$ cat src/rtl/cdp1861_pkg.sv
// Shared timing constants, CPU state-code encodings and line-classification
// helpers for the CDP1861 video controller.
package cdp1861_pkg;

    localparam int CYCLES_PER_LINE = 14;
    localparam int BYTES_PER_LINE  = 8;
    localparam int DMA_START_CYCLE = 2;

    localparam int FIRST_VIS_LINE  = 80;
    localparam int LAST_VIS_LINE   = 207;
    localparam int INT_LINE        = 78;

    localparam int EF_TOP_FIRST    = 76;
    localparam int EF_TOP_LAST     = 79;
    localparam int EF_BOT_FIRST    = 204;
    localparam int EF_BOT_LAST     = 207;

    localparam int HSYNC_START     = 12;
    localparam int VSYNC_LINES     = 16;

    typedef enum logic [1:0] {
        SC_FETCH = 2'b00,
        SC_EXEC  = 2'b01,
        SC_DMA   = 2'b10,
        SC_INT   = 2'b11
    } sc_e;

    function automatic logic is_visible(input int line);
        return (line >= FIRST_VIS_LINE) && (line <= LAST_VIS_LINE);
    endfunction

    function automatic logic is_ef_line(input int line);
        return ((line >= EF_TOP_FIRST) && (line <= EF_TOP_LAST)) ||
               ((line >= EF_BOT_FIRST) && (line <= EF_BOT_LAST));
    endfunction

endpackage

$ cat src/rtl/cdp1861_shifter.sv
// Pixel serializer: parallel load of a DMA byte, then shift left once per
// clock with zero fill; the MSB is the video output.
module cdp1861_shifter
    import cdp1861_pkg::*;
(
    input  logic       clk,
    input  logic       rst_n,
    input  logic       clr_i,
    input  logic       load_i,
    input  logic [7:0] data_i,
    output logic       msb_o
);
    logic [7:0] sr_q;
    logic [7:0] sr_d;

    always_comb begin
        // NOTE: default assigned first so every path drives sr_d and no latch is inferred.
        sr_d = {sr_q[6:0], 1'b0};
        if (clr_i) begin
            sr_d = '0;
        end else if (load_i) begin
            sr_d = data_i;
        end
    end

    always_ff @(posedge clk or negedge rst_n) begin
        // NOTE: sequential state uses non-blocking assignment so all flops update together.
        if (!rst_n) begin
            sr_q <= '0;
        end else begin
            sr_q <= sr_d;
        end
    end

    assign msb_o = sr_q[7];

endmodule

$ cat src/rtl/cdp1861.sv
// CDP1861-style video controller: line/frame counters, display enable,
// DMA-out request pacing, frame interrupt, EF flag and sync generation.
module cdp1861
    import cdp1861_pkg::*;
#(
    parameter int LINES_PER_FRAME = 262
) (
    input  logic       CLOCK,
    input  logic       CLEAR_N,
    input  logic       cycle_en,
    input  logic [1:0] SC,
    input  logic       disp_on,
    input  logic       disp_off,
    input  logic [7:0] dma_data,
    output logic       dma_out_req,
    output logic       int_req,
    output logic       efx,
    output logic       pixel,
    output logic       hsync,
    output logic       vsync
);
    localparam int              VW            = $clog2(LINES_PER_FRAME);
    localparam logic [3:0]      LAST_CYCLE    = 4'(CYCLES_PER_LINE - 1);
    localparam logic [3:0]      DMA_ARM_CYCLE = 4'(DMA_START_CYCLE - 1);
    localparam logic [3:0]      LAST_BYTE     = 4'(BYTES_PER_LINE - 1);
    localparam logic [3:0]      HSYNC_CYCLE   = 4'(HSYNC_START);
    localparam logic [VW-1:0]   LAST_LINE     = VW'(LINES_PER_FRAME - 1);

    logic [3:0]    hcnt_q, hcnt_d;
    logic [VW-1:0] vcnt_q, vcnt_d;
    logic [3:0]    byte_cnt_q, byte_cnt_d;
    logic          disp_pend_q, disp_pend_d;
    logic          disp_act_q, disp_act_d;
    logic          dma_req_q, dma_req_d;
    logic          int_req_q, int_req_d;
    logic          efx_q, efx_d;
    logic          hsync_q, hsync_d;
    logic          vsync_q, vsync_d;

    logic          line_wrap;
    logic          byte_take;
    logic          shift_clr;

    always_comb begin
        line_wrap   = cycle_en && (hcnt_q == LAST_CYCLE);
        byte_take   = cycle_en && dma_req_q && (SC == SC_DMA);
        shift_clr   = !(disp_act_q && is_visible(int'(vcnt_q)));

        hcnt_d      = hcnt_q;
        vcnt_d      = vcnt_q;
        byte_cnt_d  = byte_cnt_q;
        disp_act_d  = disp_act_q;
        dma_req_d   = dma_req_q;
        int_req_d   = int_req_q;

        // Off beats on when both requests arrive on the same clock.
        disp_pend_d = disp_off ? 1'b0 : (disp_on ? 1'b1 : disp_pend_q);

        if (int_req_q && cycle_en && (SC == SC_INT)) begin
            int_req_d = 1'b0;
        end

        if (cycle_en) begin
            hcnt_d = line_wrap ? 4'd0 : hcnt_q + 4'd1;
        end

        if (line_wrap) begin
            vcnt_d     = (vcnt_q == LAST_LINE) ? '0 : vcnt_q + VW'(1);
            disp_act_d = disp_pend_d;
            byte_cnt_d = '0;
            dma_req_d  = 1'b0;
            if ((int'(vcnt_d) == INT_LINE) && disp_act_d) begin
                int_req_d = 1'b1;
            end
            if (int'(vcnt_d) == FIRST_VIS_LINE) begin
                int_req_d = 1'b0;
            end
        end else begin
            if (cycle_en && (hcnt_q == DMA_ARM_CYCLE) && !shift_clr) begin
                dma_req_d = 1'b1;
            end
            if (byte_take) begin
                byte_cnt_d = byte_cnt_q + 4'd1;
                if (byte_cnt_q == LAST_BYTE) begin
                    dma_req_d = 1'b0;
                end
            end
        end

        // Flags are derived from next-state counters so they line up with hcnt/vcnt.
        efx_d   = is_ef_line(int'(vcnt_d));
        hsync_d = (hcnt_d >= HSYNC_CYCLE);
        vsync_d = (int'(vcnt_d) < VSYNC_LINES);
    end

    always_ff @(posedge CLOCK or negedge CLEAR_N) begin
        if (!CLEAR_N) begin
            hcnt_q      <= '0;
            vcnt_q      <= '0;
            byte_cnt_q  <= '0;
            disp_pend_q <= 1'b0;
            disp_act_q  <= 1'b0;
            dma_req_q   <= 1'b0;
            int_req_q   <= 1'b0;
            efx_q       <= 1'b0;
            hsync_q     <= 1'b0;
            vsync_q     <= 1'b0;
        end else begin
            hcnt_q      <= hcnt_d;
            vcnt_q      <= vcnt_d;
            byte_cnt_q  <= byte_cnt_d;
            disp_pend_q <= disp_pend_d;
            disp_act_q  <= disp_act_d;
            dma_req_q   <= dma_req_d;
            int_req_q   <= int_req_d;
            efx_q       <= efx_d;
            hsync_q     <= hsync_d;
            vsync_q     <= vsync_d;
        end
    end

    cdp1861_shifter u_shifter (
        .clk    (CLOCK),
        .rst_n  (CLEAR_N),
        .clr_i  (shift_clr),
        .load_i (byte_take),
        .data_i (dma_data),
        .msb_o  (pixel)
    );

    assign dma_out_req = dma_req_q;
    assign int_req     = int_req_q;
    assign efx         = efx_q;
    assign hsync       = hsync_q;
    assign vsync       = vsync_q;

endmodule

$ cat config.mk
export PLATFORM = sky130hd
export DESIGN_NAME = cdp1861
export DESIGN_NICKNAME = d
export VERILOG_FILES = /design/src/rtl/cdp1861_pkg.sv /design/src/rtl/cdp1861_shifter.sv /design/src/rtl/cdp1861.sv
export SDC_FILE = /design/constraint.sdc
export NUM_CORES = 1
export LEC_CHECK = 0
export BUFFER_PORTS_ARGS = -buffer_cell sky130_fd_sc_hd__buf_2
export CAP_MARGIN = 40
export CORE_MARGIN = 4
export CORE_UTILIZATION = 45
export DETAILED_ROUTE_END_ITERATION = 7
export HOLD_SLACK_MARGIN = 0.1
export PLACE_DENSITY = 0.76
export SYNTH_ARGS = -nofsm -noshare
export SYNTH_HDL_FRONTEND = slang
export SYNTH_SLANG_ARGS = --single-unit
$ cat constraint.sdc
create_clock -name CLOCK -period 2.3 [get_ports CLOCK]
set_clock_uncertainty 0.05 [all_clocks]
set_input_delay 0.23 -clock CLOCK [delete_from_list [all_inputs] [get_ports CLOCK]]
set_output_delay 0.23 -clock CLOCK [all_outputs]
set_load 0.03 [all_outputs]
==> impl_metrics.toml <==
[status]
status = "finished clean"

[clock_tree]
cts-root-buf = "clkbuf_8"
clock_latency_ps = 280
clk_pin_slew_ps = 70
cts_tree = "built"
ctsResizeCount = 0
cts_setup_buffers = 0
htreeDepth = 2
numCtsBuffers = 5
cts.sinks = 32
clock_path_buffers = 2
hold_buffers = 2

[yosys]
syn-cell-area_sq_um = 1760
synth_area_per_cell_sq_um = 10.1
synth-edff-count = 0
synthCells = 174
yosys_warnings = 0
ys_dominant_reg_cell = "dfrtp_1"
yosysSeqAreaShare_pct = 45.5
yosysUniqueCellTypes = 50
ys_seq_elements = 32
ys_async_sr_fraction_pct = 100
synth_nets = 195

[sta]
rsz0062_at_grt = "false"
finalSetupViolCount = 0
fin_crit_sh_pct = 85.6
fin_ws_ps = 331
tns_ps = 0
worst_pin_slew_ps = 713
hold_viol = 0
max_freq_mhz = 508
slew_viol_final = 0
maxSlewHeadroom_pct = 52.5
period_minus_slack_ps = 1970

[min_path]
hp-start = "dma_data[0]"
hold_path_end = "u_shifter.sr_q[0]"
whs_path_depth = 3
hold_path_class = "primary input to flip-flop"

[detailed_routing]
wl_microns = 3530
viasPerCell = 5.56
dr.pass1.iters = 4
drc = 0
vias = 1357
ant_nets = 0
drt_iter0_drc = 97
wire_per_inst_microns = 14.5

[global_routing]
grt_max_degree = 33
grt_pass1_wl_microns = 5820
grt_pass1_vias = 1249
grt_overflow = 0
grt_antenna_before_repair = 0
grt_usage_pct = 14.8

[setup_path]
crit_type = "flip-flop to flip-flop"
crit_path_end_kind = "flip-flop"
critPathRequiredTime_ps = 2420
r2r_end = "efx"
arrival_ps = 2090
start_kind = "flip-flop"
rrSetupSlack_ps = 330
cp_max_fo = 10
reg2regPathDepth = 7

[final_layout]
drive_above_1_share_pct = 20.4
antenna_cells = 0
nNetsFinal = 216
area_delta_synth_final_pct = 12.2
fin_util_pct = 53.1

[die]
die_area_sq_um = 4970
die_w_microns = 70.5
coreArea_sq_um = 3720
fp.dieH_microns = 70.5
initial_utilization_pct = 47.3
row_count = 22
ios = 21

[pwr]
power.density_nw_per_um2 = 816
p_total_mw = 1.61
p_leak_nw = 0.948
vdd_drop_max_uv = 374

[place]
dp_hpwl_microns = 2460
place_congestion = 0.896
io_buffers = 20
post-place-ws_ps = 343

[run]
cap_violations = 0
[placed cells by master (no fill, tap or decap), types with 2 or more instances in the layout]
cell type,netlist,layout
a21oi_1,6,6
a31oi_1,2,2
and3_1,3,3
and4_1,2,2
buf_2,6,20
buf_4,1,2
clkbuf_8,0,5
clkinv_2,0,2
dfrtp_1,32,32
dlygate4sd3_1,0,2
ha_1,6,6
inv_1,5,5
mux2_2,2,2
mux2i_1,8,8
nand2_1,13,13
nand2b_1,5,5
nand3_1,6,6
nand4_1,4,4
nand4b_1,3,3
nor2_1,18,18
nor2b_1,2,2
nor3_1,2,2
o21ai_0,11,11
o21ai_2,2,2
or3_1,2,2
xnor2_1,3,3
xor2_1,4,4
[logic make-up (layout without fill, tap and decap cells)]
family                     after synthesis  count (layout)  synth area share, %
muxes                                   10              10                 5.83
DFF                                     32              32                 45.5
xor gates and xnor gates                 7               7                 3.49
and+or+nand+nor                         71              71                 22.8
buffers and inverters                   15              37                 4.91
adders and majority gates                6               6                 4.27
AOI/OAI and AO/OA                       33              33                 13.2
[metal layers]
metal / routed length (microns) / part of all wire (%) / vias up / global-route usage, %
li1: - / - / 663 / -
met1: 1640 / 46 / 658 / 20.5
met2: 1660 / 47 / 31 / 22.0
met3: 166 / 4.7 / 5 / 3.45
met4: 66 / 1.9 / 0 / 6.38
met5: 0 / 0 / - / 0
[Yosys cell counts, drive strengths merged (2+ instances only)]
cell     n  area [sq um]
dfrtp   32           801
nor2    18          67.6
nand2   13          48.8
o21ai   13          72.6
buf      9          63.8
mux2i    8          80.1
a21oi    6          30.0
ha       6          75.1
nand3    6          30.0
inv      5          18.8
nand2b   5          31.3
and3     4          26.3
nand4    4          25.0
xor2     4          35.0
nand4b   3          26.3
xnor2    3          26.3
a31oi    2          12.5
and2     2          15.0
and4     2          17.5
mux2     2          22.5
nor2b    2          12.5
nor3     2          10.0
nor4b    2          23.8
or3      2          12.5
[worst max-delay path, stage by stage (launching register included)]
cell	delay, ps
dfrtp_1	400
inv_1	80
ha_1	200
and4_1	420
and2_4	230
o221ai_1	130
o311ai_1	110
and4b_1	240
[sequential cells by signal, summed over array words and instances, names as in the netlist, named ones only]
register	flops
u_shifter.sr_q	8
vcnt_q	9
int_req	1
hcnt_q	2
byte_cnt_q	4
disp_pend_q	1
dma_out_req	1
disp_act_q	1
vsync	1
hsync	1
efx	1
[metrics by stage]
stage	area, sq um	hold slack (ps)	instances
global placement	1870	268	234
finish	1970	127	244
floorplan	1760	-116	174
CTS	1970	126	244
global route	1970	138	244
detailed placement	1870	276	234
[final cells by class]
class | count | area, sq um
Fill cell | 345 | 1740
Multi-Input combinational cell | 127 | 872
Sequential cell | 32 | 801
Timing Repair Buffer | 24 | 135
Clock buffer | 5 | 68.8
Tap cell | 48 | 60.1
Clock inverter | 3 | 18.8
Inverter | 5 | 18.8
[power breakdown]
group | leakage, nW | internal [mW] | switching (mW)
Clock | 0.0479 | 0.210 | 0.214
Combinational | 0.474 | 0.173 | 0.237
Sequential | 0.426 | 0.647 | 0.130
[how the worst max path moves through the flow]
stage	startpoint	endpoint	slack, ps
CTS	flip-flop	efx	330
floorplan	vcnt_q[0]	efx	520
global route	flip-flop	efx	190
finish	flip-flop	efx	330
global placement	flip-flop	efx	430
detailed placement	flip-flop	efx	340
Power figures use the tool's default switching activity.
